--- config.mk ---
export PLATFORM = sky130hd
export DESIGN_NAME = seg_capture
export DESIGN_NICKNAME = d
export VERILOG_FILES = /design/src/rtl/seg_capture.sv
export SDC_FILE = /design/constraint.sdc
export NUM_CORES = 1
export LEC_CHECK = 0
export CAP_MARGIN = 20
export CORE_MARGIN = 10
export CORE_UTILIZATION = 59
export CTS_BUF_LIST = sky130_fd_sc_hd__clkbuf_8
export DETAILED_ROUTE_END_ITERATION = 16
export GPL_ROUTABILITY_DRIVEN = 0
export PLACE_DENSITY = 0.79
export SLEW_MARGIN = 20
export SYNTH_ARGS = -nofsm -noshare
export SYNTH_HDL_FRONTEND = slang
export SYNTH_SLANG_ARGS = --single-unit
--- constraint.sdc ---
create_clock -name clkIn -period 2.4 [get_ports clkIn]
set_input_delay 0.48 -clock clkIn [delete_from_list [all_inputs] [get_ports clkIn]]
set_output_delay 0.48 -clock clkIn [all_outputs]
set_load 0.01 [all_outputs]
--- src/rtl/seg_capture.sv ---
// -----------------------------------------------------------------------------
// seg_capture
//
// Watches a multiplexed, active-low 4-digit seven-segment display bus and
// reconstructs the digits being shown.
//
// Operation:
//   - The raw bus is synchronised by two flops.
//   - A digit is captured once the synchronised tuple {anode, seg, dp} has
//     held still for STABLE_CYCLES consecutive samples.
//   - Once all four digits have been captured, the whole frame is published.
//
// Ports:
//   clkIn        rising-edge clock for every flop
//   rstIn        asynchronous, active-low reset
//   segIn[6:0]   segment lines, active-low, bit0 = A .. bit6 = G
//   decimalIn    decimal-point line, active-low
//   anodeIn[3:0] digit selects, active-low one-hot, bit0 = rightmost digit
//   clearErrIn   synchronous clear of errorOut (an error event wins)
//   digitsOut    four 5-bit codes, [4:0] = digit 0
//                  0-9      = numeral
//                  5'h1F    = blank
//                  5'h1E    = invalid pattern
//   decimalsOut  captured decimal-point lines, raw active-low, one per digit
//   validOut     one-cycle pulse when a new frame appears on the outputs
//   errorOut     sticky error flag
// -----------------------------------------------------------------------------
module seg_capture #(
   parameter int unsigned STABLE_CYCLES = 4
) (
   input  logic        clkIn,
   input  logic        rstIn,
   input  logic [6:0]  segIn,
   input  logic        decimalIn,
   input  logic [3:0]  anodeIn,
   input  logic        clearErrIn,
   output logic [19:0] digitsOut,
   output logic [3:0]  decimalsOut,
   output logic        validOut,
   output logic        errorOut
);

   typedef enum logic [1:0] {
      ST_IDLE   = 2'd0,
      ST_SETTLE = 2'd1,
      ST_HOLD   = 2'd2
   } state_t;

   // Tuple layout: {anode[3:0], seg[6:0], dp}
   logic [11:0]      sync1_q, sync1_d;
   logic [11:0]      sync2_q, sync2_d;
   logic [11:0]      t_prev_q, t_prev_d;
   state_t           state_q, state_d;
   logic [7:0]       stab_cnt_q, stab_cnt_d;
   logic [3:0]       seen_q, seen_d;
   logic [3:0][4:0]  shadow_code_q, shadow_code_d;
   logic [3:0]       shadow_dp_q, shadow_dp_d;
   logic [19:0]      digits_q, digits_d;
   logic [3:0]       decimals_q, decimals_d;
   logic             valid_q, valid_d;
   logic             error_q, error_d;

   logic [11:0]      t_cur;
   logic [3:0]       anode_t;
   logic [6:0]       seg_t;
   logic             dp_t;
   logic             onehot_low;
   logic             multi_low;
   logic             changed;
   logic [1:0]       dig_idx;
   logic [4:0]       code_t;
   logic [7:0]       stab_inc;
   logic             capture;
   logic             publish;
   logic             err_event;

   function automatic logic [4:0] decode_seg(input logic [6:0] seg);
      logic [4:0] code;
      case (seg)
         7'h40:   code = 5'd0;
         7'h79:   code = 5'd1;
         7'h24:   code = 5'd2;
         7'h30:   code = 5'd3;
         7'h19:   code = 5'd4;
         7'h12:   code = 5'd5;
         7'h02:   code = 5'd6;
         7'h78:   code = 5'd7;
         7'h00:   code = 5'd8;
         7'h10:   code = 5'd9;
         7'h7F:   code = 5'h1F;
         default: code = 5'h1E;
      endcase
      return code;
   endfunction

   assign t_cur   = sync2_q;
   assign anode_t = t_cur[11:8];
   assign seg_t   = t_cur[7:1];
   assign dp_t    = t_cur[0];

   always_comb begin
      onehot_low = (anode_t == 4'hE) || (anode_t == 4'hD) ||
                   (anode_t == 4'hB) || (anode_t == 4'h7);
      multi_low  = ($countones(~anode_t) > 1);
      changed    = (t_cur != t_prev_q);
      code_t     = decode_seg(seg_t);
      stab_inc   = stab_cnt_q + 8'd1;
      case (anode_t)
         4'hD:    dig_idx = 2'd1;
         4'hB:    dig_idx = 2'd2;
         4'h7:    dig_idx = 2'd3;
         default: dig_idx = 2'd0;
      endcase
   end

   always_comb begin
      sync1_d       = {anodeIn, segIn, decimalIn};
      sync2_d       = sync1_q;
      t_prev_d      = t_cur;
      state_d       = state_q;
      stab_cnt_d    = stab_cnt_q;
      seen_d        = seen_q;
      shadow_code_d = shadow_code_q;
      shadow_dp_d   = shadow_dp_q;
      digits_d      = digits_q;
      decimals_d    = decimals_q;
      valid_d       = 1'b0;
      capture       = 1'b0;

      case (state_q)
         ST_IDLE: begin
            if (onehot_low) begin
               stab_cnt_d = 8'd1;
               state_d    = ST_SETTLE;
            end
         end
         ST_SETTLE: begin
            if (changed) begin
               stab_cnt_d = 8'd1;
               state_d    = onehot_low ? ST_SETTLE : ST_IDLE;
            end else begin
               stab_cnt_d = stab_inc;
               if (stab_inc == 8'(STABLE_CYCLES)) begin
                  capture = 1'b1;
                  state_d = ST_HOLD;
               end
            end
         end
         ST_HOLD: begin
            if (changed) begin
               if (onehot_low) begin
                  stab_cnt_d = 8'd1;
                  state_d    = ST_SETTLE;
               end else begin
                  stab_cnt_d = 8'd0;
                  state_d    = ST_IDLE;
               end
            end
         end
         default: begin
            stab_cnt_d = 8'd0;
            state_d    = ST_IDLE;
         end
      endcase

      // A full seen mask was completed on the previous edge: publish now.
      // A capture cannot land on this same edge (it needs a stable run of at
      // least two samples after a change), but it is handled anyway.
      publish = (seen_q == 4'hF);
      if (publish) begin
         digits_d   = shadow_code_q;
         decimals_d = shadow_dp_q;
         valid_d    = 1'b1;
         seen_d     = 4'h0;
      end

      if (capture) begin
         shadow_code_d[dig_idx] = code_t;
         shadow_dp_d[dig_idx]   = dp_t;
         seen_d[dig_idx]        = 1'b1;
      end

      err_event = multi_low || (capture && (code_t == 5'h1E));
      if (err_event)
         error_d = 1'b1;
      else if (clearErrIn)
         error_d = 1'b0;
      else
         error_d = error_q;
   end

   always_ff @(posedge clkIn or negedge rstIn) begin
      if (!rstIn) begin
         sync1_q       <= '1;
         sync2_q       <= '1;
         t_prev_q      <= '1;
         state_q       <= ST_IDLE;
         stab_cnt_q    <= 8'd0;
         seen_q        <= 4'h0;
         shadow_code_q <= {4{5'h1F}};
         shadow_dp_q   <= 4'hF;
         digits_q      <= 20'hFFFFF;
         decimals_q    <= 4'hF;
         valid_q       <= 1'b0;
         error_q       <= 1'b0;
      end else begin
         sync1_q       <= sync1_d;
         sync2_q       <= sync2_d;
         t_prev_q      <= t_prev_d;
         state_q       <= state_d;
         stab_cnt_q    <= stab_cnt_d;
         seen_q        <= seen_d;
         shadow_code_q <= shadow_code_d;
         shadow_dp_q   <= shadow_dp_d;
         digits_q      <= digits_d;
         decimals_q    <= decimals_d;
         valid_q       <= valid_d;
         error_q       <= error_d;
      end
   end

   assign digitsOut   = digits_q;
   assign decimalsOut = decimals_q;
   assign validOut    = valid_q;
   assign errorOut    = error_q;

endmodule

======== Word-level counts from Yosys, hierarchy flattened ========
Index checks and enable logic that the tools add are counted.
W data, S select, Z words.
storage, ports and cells
  bits of input ports ..................... 15
  register bits ........................... 100
cells by class
  equal/unequal tests ..................... 23
  mux-type cells .......................... 27
  bitwise operators ....................... 2
  $lt $le $gt $ge ......................... 3
  add/sub/neg operators ................... 4
  reduce and logical (&&, ||, !) cells .... 11
operators with widths
  operator               count
  $pmux W5 S11           1
  $eq A7 B7 Y1 const B   4
  $mux W8                3
  $pmux W8 S3            1
  $eq A7 B5 Y1 const B   3
  $bwmux W20             1
  $eq A4 B4 Y1 const B   4
  $eq A7 B6 Y1 const B   2
  $ne A12 B12 Y1         1
  $pmux W2 S3            2
  $demux W5 S2           1
  $mux W1                9
  $add A8 B1 Y8 const B  1
  $eq A8 B3 Y1 const B   1
  $mux W2                4
  $mux W4                2
  $eq A7 B2 Y1 const B   1
  $logic_not A7 Y1       1
  $eq A5 B5 Y1 const B   1
  $mux W5                1
  $add A1 B1 Y2          2
  $bwmux W4              1
  $eq A4 B3 Y1 const B   1
  $logic_or A1 B1 Y1     4
  other kinds (16)       18

======== Logic depth before layout (Yosys ltp) ========
  depth after elaboration ................. 8
  gate-level depth with buffers ........... 7

======== Worst setup path before layout ========
No wires, ideal clock.
  path kind ............................... register -> register
  start point ............................. reg sync2_q[6]
  end point ............................... reg shadow_code_q[16] (netlist bit)
  setup slack ............................. 206 ps
  library setup time ...................... 82 ps
  arrival time ............................ 2112 ps
  cell stages (with the launch flop) ...... 7
  cells stage by stage .................... dfstp_2 clkbuf_1 xor2_1 nor4_4 nand4_4 nor3_4 mux2_2
on the way
  word-level cells in the longest chain between the ends .. 3
  elaborated cells on any way between the ends .. 16
  those cells by class .................... eq/ne (11); mux (4); reduce/logical (1)
ends and longest elaborated chain
  item                                        RTL line  source
  start, declared                             51        logic [11:0] sync2_q, sync2_d;
  start signal, assigned                      208       sync2_q <= sync2_d;
  $eq A7 B7 Y1, or another cell as far along  79        case (seg)
  $pmux W5 S11 or $mux W1 (tied branches)     79, 138
  $bwmux W20 or $mux W1 (tied branches)       178, 130
  end signal, assigned                        200       shadow_code_q <= {4{5'h1F}};
  end signal, assigned                        213       shadow_code_q <= shadow_code_d;
  end, declared                               56        logic [3:0][4:0] shadow_code_q, shadow_code_d;
Several ways; a longest one is shown, not always the timed one.
A chain may end at the register's enable or synchronous reset.

======== Worst setup path after layout ========
  start point ............................. reg sync2_q[3]
  end point ............................... reg shadow_code_q[17] (netlist bit)
Same word-level chain as after synthesis.

==> results.json <==
{
  "post-synth-top-area-fraction_pct": 53.2,
  "seq_area_frac_synth_pct": 62.9,
  "p_sw_share_pct": 23.6,
  "leakagePower_uw": 0.00215,
  "start_util_pct": 61.0,
  "clk_latency_ns": 0.37,
  "setup_viol": 0,
  "yosys_warnings": 0,
  "final_nets": 399,
  "setup_tns_ns": 0,
  "cts.sinks": 100,
  "holdPathStages": 0,
  "grt_usage_pct": 14.6,
  "cap_violations": 0,
  "synth_edf_count": 0,
  "die_area_sq_um": 10800,
  "synth_nets": 352,
  "grt_pass1_vias": 2726,
  "irDropWorstVdd_mv": 0.477,
  "synth-main-ff-cell": "dfstp_2",
  "die_width_microns": 104,
  "layout-drive-gt1-share_pct": 37.8,
  "crit_path_end_kind": "register",
  "overflow": 0,
  "pwr-share-clk_pct": 33.1,
  "fill_cells": 494,
  "fin_cells": 480,
  "clock_path_buffers": 2,
  "cts_root_buf": "clkbuf_8",
  "dp_cells": 463,
  "p_per_area_nw_per_um2": 593,
  "period_minus_slack_ns": 2.25,
  "post-route-period-util_pct": 93.7,
  "finalClockSkew_ns": 0.0114,
  "io_pins": 41,
  "ant_nets": 0,
  "wirelength_microns": 7340,
  "drtPass1Iterations": 5,
  "syn_area_sq_um": 4150,
  "max_freq_ghz": 0.444,
  "outcome": "finished, final reports clean",
  "worstMarginPinSlew_ns": 0.559,
  "whs_endpoint": "sync2_q[5]",
  "dp_hpwl_microns": 5320,
  "areaGrowthSynthToFinish_pct": 17.8,
  "power_frac_seq_pct": 61.6,
  "fp.coreArea_sq_um": 6790,
  "antenna_found_initial": 0,
  "critPathLaunch": "sync2_q[3]",
  "wl_per_cell_microns": 15.3,
  "reg2reg_from": "sync2_q[3]",
  "portBuffers": 40,
  "p_sw_uw": 682,
  "setup_ws_ns": 0.150,
  "grt_max_degree": 46,
  "start_kind": "register",
  "r2r_slack_ns": 0.15,
  "synth_common_cells": "dfstp_2, nand2_1, mux2_2",
  "total_power_uw": 2890,
  "clk_pin_slew_ns": 0.09,
  "cp.arrival_ns": 2.55,
  "yosysTopAreaCell": "dfstp_2",
  "hold_viol": 0,
  "cts_buffers": 9,
  "viasPerCell": 5.32,
  "yosys_register_bits": 100,
  "rsz0062_at_grt": "no",
  "combPwrFrac_pct": 5.2,
  "worstReg2RegEnd": "shadow_code_q[17]",
  "synth_most_common_cell": "dfstp_2",
  "pre_cts_ws_ns": 0.0805,
  "path_class": "reg -> reg",
  "diodes": 0,
  "num_rows": 30,
  "async_flop_share_pct": 100,
  "h-tree-depth": 3,
  "netlist_instances": 332,
  "slew_headroom_pct": 62.5,
  "slew_viol_final": 0,
  "min_from": "sync1_q[5]",
  "cp_max_fo": 11,
  "cts_hold_buf": 0,
  "cts_tree": "built",
  "cp_data_required_time_ns": 2.70,
  "num_vias": 2554,
  "die_h_microns": 104,
  "syn_avg_cell_area_sq_um": 12.5,
  "drt-initial-drc-count": 86,
  "synth.area.top_cells": "dfstp_2, dfrtp_1, nand2_1, mux2_2, xor2_1",
  "hold_path_class": "reg -> reg",
  "p_int_uw": 2210,
  "grt_pass1_wl_microns": 13000,
  "reg2reg_depth": 5,
  "remaining_drc_errors": 0,
  "synth.distinct_cells": 51
}
==> timing repair <==
| action | in CTS | in global routing |
|---|---|---|
| setup endpoints to repair | 0 | 19 |
| gates resized for setup | 0 | 1 |
| setup buffers | 0 | 1 |
==> logic make-up after synthesis <==
group / after synthesis / synth area share [%]
and+or+nand+nor: 133 / 17.7
AOI/OAI and AO/OA: 33 / 5.49
xor gates and xnor gates: 15 / 3.17
buffers and inverters: 19 / 1.81
adders and majority gates: 6 / 1.93
DFF: 100 / 62.9
muxes: 26 / 7.03
==> power by group through the flow <==
stage                     Clock (uW)  Sequential [uW]  Combinational, uW
after CTS                        998             1780                154
after global placement             0             1810                150
after detailed placement           0             1810                154
after global routing            1060             1790                169
after floorplan                    0             1790               79.6
final                            959             1780                152
==> critical path: stages (launching register included) <==
cell and delay (ns):
dfstp_2 0.64, xor2_1 0.13, nor4_4 0.47, nand4_4 0.20, nor3_4 0.36, mux2_2 0.39
==> stage by stage <==
step                util [%]  area (sq um)  hold slack (ns)
floorplan                  -          4150            0.184
global placement        68.9          4680            0.346
detailed placement      68.9          4680            0.347
CTS                     71.5          4860            0.352
global route            71.9          4880            0.356
finish                  71.9          4880            0.352
==> flip-flops by register name (all words and copies together), names as in the netlist <==
signal / count
shadow_code_q: 20
decimalsOut: 4
shadow_dp_q: 4
seen_q: 4
stab_cnt_q: 8
t_prev_q: 12
errorOut: 1
state_q: 2
sync2_q: 12
sync1_q: 12
validOut: 1
digitsOut: 20
==> worst max-delay path by stage <==
stage	endpoint	depth (start not counted)
after global placement	stab_cnt_q[7]	6
after CTS	shadow_code_q[17]	5
after detailed placement	shadow_code_q[17]	5
after floorplan	shadow_code_q[16]	6
after global routing	shadow_code_q[10]	6
final	shadow_code_q[17]	5
==> routing by layer <==
layer	track usage (%)	routed length, microns	vias to the layer above
li1	-	-	1221
met1	17.3	3170	1280
met2	24.6	3740	40
met3	3.97	287	13
met4	5.77	131	0
met5	0	0	-
==> cells in the final DEF (no fill, tap or decap), types with 2 or more instances in the layout <==
| cell | netlist | final |
|---|---|---|
| clkbuf_8 | 0 | 10 |
| or2_2 | 3 | 3 |
| nand3_1 | 6 | 6 |
| dfstp_2 | 84 | 84 |
| o211ai_1 | 2 | 2 |
| nor2b_1 | 3 | 3 |
| nand3b_1 | 2 | 2 |
| o21ai_0 | 4 | 4 |
| and3_1 | 4 | 4 |
| o31ai_1 | 3 | 2 |
| inv_2 | 2 | 2 |
| buf_4 | 0 | 7 |
| clkdlybuf4s50_1 | 0 | 39 |
| xor2_1 | 14 | 14 |
| ha_1 | 4 | 4 |
| inv_1 | 5 | 7 |
| nor3_1 | 3 | 3 |
| nand2b_1 | 2 | 2 |
| mux2_1 | 4 | 4 |
| dfrtp_1 | 16 | 16 |
| clkinvlp_4 | 0 | 2 |
| o311ai_0 | 2 | 2 |
| nor3_4 | 3 | 3 |
| or3_1 | 2 | 2 |
| a21o_1 | 7 | 7 |
| buf_12 | 0 | 2 |
| mux2_2 | 21 | 21 |
| nor4_1 | 2 | 2 |
| nand2_1 | 82 | 82 |
| nand4_4 | 2 | 2 |
| nor4_4 | 3 | 3 |
| o2bb2ai_1 | 2 | 2 |
| nor2_1 | 4 | 4 |
| a21oi_1 | 7 | 7 |
| nand4_1 | 4 | 4 |
==> area by class of cell <==
type / count / area, sq um / area share (%)
Sequential cell: 100 / 2610 / 53.4
Multi-Input combinational cell: 213 / 1470 / 30.1
Timing Repair Buffer: 48 / 483 / 9.89
Clock buffer: 10 / 138 / 2.82
Tap cell: 96 / 120 / 2.46
Clock inverter: 6 / 40.0 / 0.820
Inverter: 7 / 26.3 / 0.538
No activity file was read; power rests on OpenSTA's default activity.
==> patch: new RTL, same flow settings <==
Add an input register stage for `segIn`, `decimalIn`, `anodeIn` and `clearErrIn`; this delays them by one clock.
--- a/src/rtl/seg_capture.sv
+++ b/src/rtl/seg_capture.sv
@@ -46,6 +46,18 @@
       ST_HOLD   = 2'd2
    } state_t;
 
+   logic [6:0] segIn_q;
+   logic decimalIn_q;
+   logic [3:0] anodeIn_q;
+   logic clearErrIn_q;
+
+   always_ff @(posedge clkIn) begin
+      segIn_q      <= segIn;
+      decimalIn_q  <= decimalIn;
+      anodeIn_q    <= anodeIn;
+      clearErrIn_q <= clearErrIn;
+   end
+
    // Tuple layout: {anode[3:0], seg[6:0], dp}
    logic [11:0]      sync1_q, sync1_d;
    logic [11:0]      sync2_q, sync2_d;
@@ -114,7 +126,7 @@
    end
 
    always_comb begin
-      sync1_d       = {anodeIn, segIn, decimalIn};
+      sync1_d       = {anodeIn_q, segIn_q, decimalIn_q};
       sync2_d       = sync1_q;
       t_prev_d      = t_cur;
       state_d       = state_q;
@@ -183,7 +195,7 @@
       err_event = multi_low || (capture && (code_t == 5'h1E));
       if (err_event)
          error_d = 1'b1;
-      else if (clearErrIn)
+      else if (clearErrIn_q)
          error_d = 1'b0;
       else
          error_d = error_q;
Behaviour: not the same (a bounded check fails within 4 cycles, from zero or initial values and one cycle with rstIn low).
==> patch against the unedited design <==
Wire length increased by 14%. Synthesized area increased by 11%. Sequential cell count increased by 13. Total power increased by 36%. Final area increased by 13%. Worst setup slack improved by 59 ps. Synthesized cell count increased by 12%. Non-clock buffer count decreased by 1. Critical endpoint is now shadow_code_q[6]. Highest routed layer unchanged.
==> patch: results (changes against the unedited design) <==
Placed design
  • Area post-placement: 0.005102 mm^2 (+9.0%)
  • Post-detail-place hpwl: 5857 um (+10%)
  • Port Buffers: 40 (unchanged)

Finish
  • Layout cell share with drive strength beyond 1: 37.24% (-0.52 points)
  • Final net count: 442 (+11%)
  • Fill cells: 532 (+7.7%)
  • N_diodes: 0 (unchanged)

Drt
  • Starting DRT DRC Count: 103 (+20%)
  • DR vias/cell: 5.458 (+2.6%)
  • Pre-antenna DRT Iters: 5 (unchanged)
  • Drt total wl: 8352 um (+14%)

Global route
  • GRT Util Overall: 15.27% (+0.67 points)
  • Number of global-route vias before repair: 2949 (+8.2%)
  • Largest net degree at the start of global routing: 50 (+8.7%)
  • Antenna violations before repair: 0 (unchanged)
  • First-pass GRT wire length: 14250 um (+9.5%)

Clock tree
  • Reg clk slew, reported paths: 60 ps (-30 ps)
  • Root Buffer: clkbuf_8
  • H-tree Lvls: 4 (+1)
  • Worst-Skew Late Latency: 420 ps (+50 ps)
  • Total CTS buffers: 17 (+8)

Worst hold path
  • Hold Path Class: in2async

Synthesis
  • Syn nets: 391 (+11%)
  • Most frequent cells after synthesis: dfstp_2 (84), nand2_1 (82), dfrtp_1 (16)
  • Async S/R FF share, synth: 88.50% (-12 points)
  • Sequential area share after synthesis: 62.33% (-0.55 points)
  • Largest cells by area after synthesis: dfstp_2 (48%), dfrtp_1 (8.7%), nand2_1 (6.7%)
  • Post-synth cell types: 65 (+27%)
  • Synth Flop Type: dfstp_2

Power
  • Maximum vdd drop: 0.0005576 V (+17%)
  • Static leakage: 2.360 nW (+9.6%)
  • Pwr dens: 713.8 mW/mm^2 (+20%)

Worst setup path
  • Worst-path maximum fanout: 14 (+3)
  • Reg-to-Reg End: shadow_code_q[6]
  • R2R Setup Slk: 210 ps (+60 ps)
  • Crit path DAT: 2530 ps (-20 ps)
  • Critical R2R Launch: sync2_q[5]

Status
  • Status: finished, final reports clean

STA
  • Worst clock skew: 13.83 ps (+2.455 ps)
  • Worst Tran Pin Value: 781.5 ps (+222.2 ps)
  • Worst hold slack: 71.62 ps (-280.5 ps)
-- patch: final cells by class --
class                   instances  area share [%]
well taps                     102           2.319
clock inverters                13           2.524
multi-input cells             236           29.40
repair buffers                 47           8.413
clock buffers                  19           4.752
flip-flops and latches        113           52.11
inverters                       7          0.4775
-- patch: worst max-delay path, stage by stage (launching register included) --
cell,delay (ps)
dfstp_2,680
xnor2_1,170
and4_2,320
nand4_4,200
nor3_4,420
mux2_4,340
-- patch: cells by family (layout without fill, tap and decap cells) --
kind of cell    after synthesis  in the layout  share of synthesized area (%)
simple gates                150            150                          17.41
flops                       113            113                          62.33
compound gates               46             46                          7.669
buf+inv                      22             86                          2.502
mux                          20             20                          5.194
xor+xnor                     14             14                          3.155
fa+ha+maj                     6              6                          1.741
-- patch: worst max-delay path by stage --
stage,startpoint,cells after the start,end
2_1_floorplan,sync2_q[11],6,shadow_code_q[5]
3_3_place_gp,sync2_q[5],5,shadow_code_q[5]
3_5_place_dp,sync2_q[5],5,shadow_code_q[5]
4_1_cts,sync2_q[5],5,shadow_code_q[6]
5_1_grt,stab_cnt_q[0],6,shadow_code_q[3]
6_report,sync2_q[5],5,shadow_code_q[6]
-- patch: layer usage --
metal | GRT usage (%) | vias up | wire length (um)
met4 | 6.874 | 0 | 157
met3 | 4.402 | 16 | 439
met2 | 24.70 | 89 | 4115
met1 | 18.62 | 1437 | 3641
met5 | 0 | - | 0
li1 | - | 1389 | -
-- patch: report_power, final --
group          switching (W)  internal (W)  total [W]
combinational      0.0000874     0.0000738   0.000161
sequential         0.0000456       0.00198    0.00202
clock               0.000767      0.000976    0.00174
total               0.000900       0.00303    0.00393
-- patch: per-stage QoR --
stage / total power [W] / setup slack (ps) / instances
finish: 0.003928 / 209.7 / 537
global route: 0.004076 / 20.13 / 537
CTS: 0.003965 / 207.0 / 537
detailed placement: 0.002216 / 220.0 / 505
global placement: 0.002207 / 277.0 / 505
floorplan: 0.002131 / 403.2 / 371
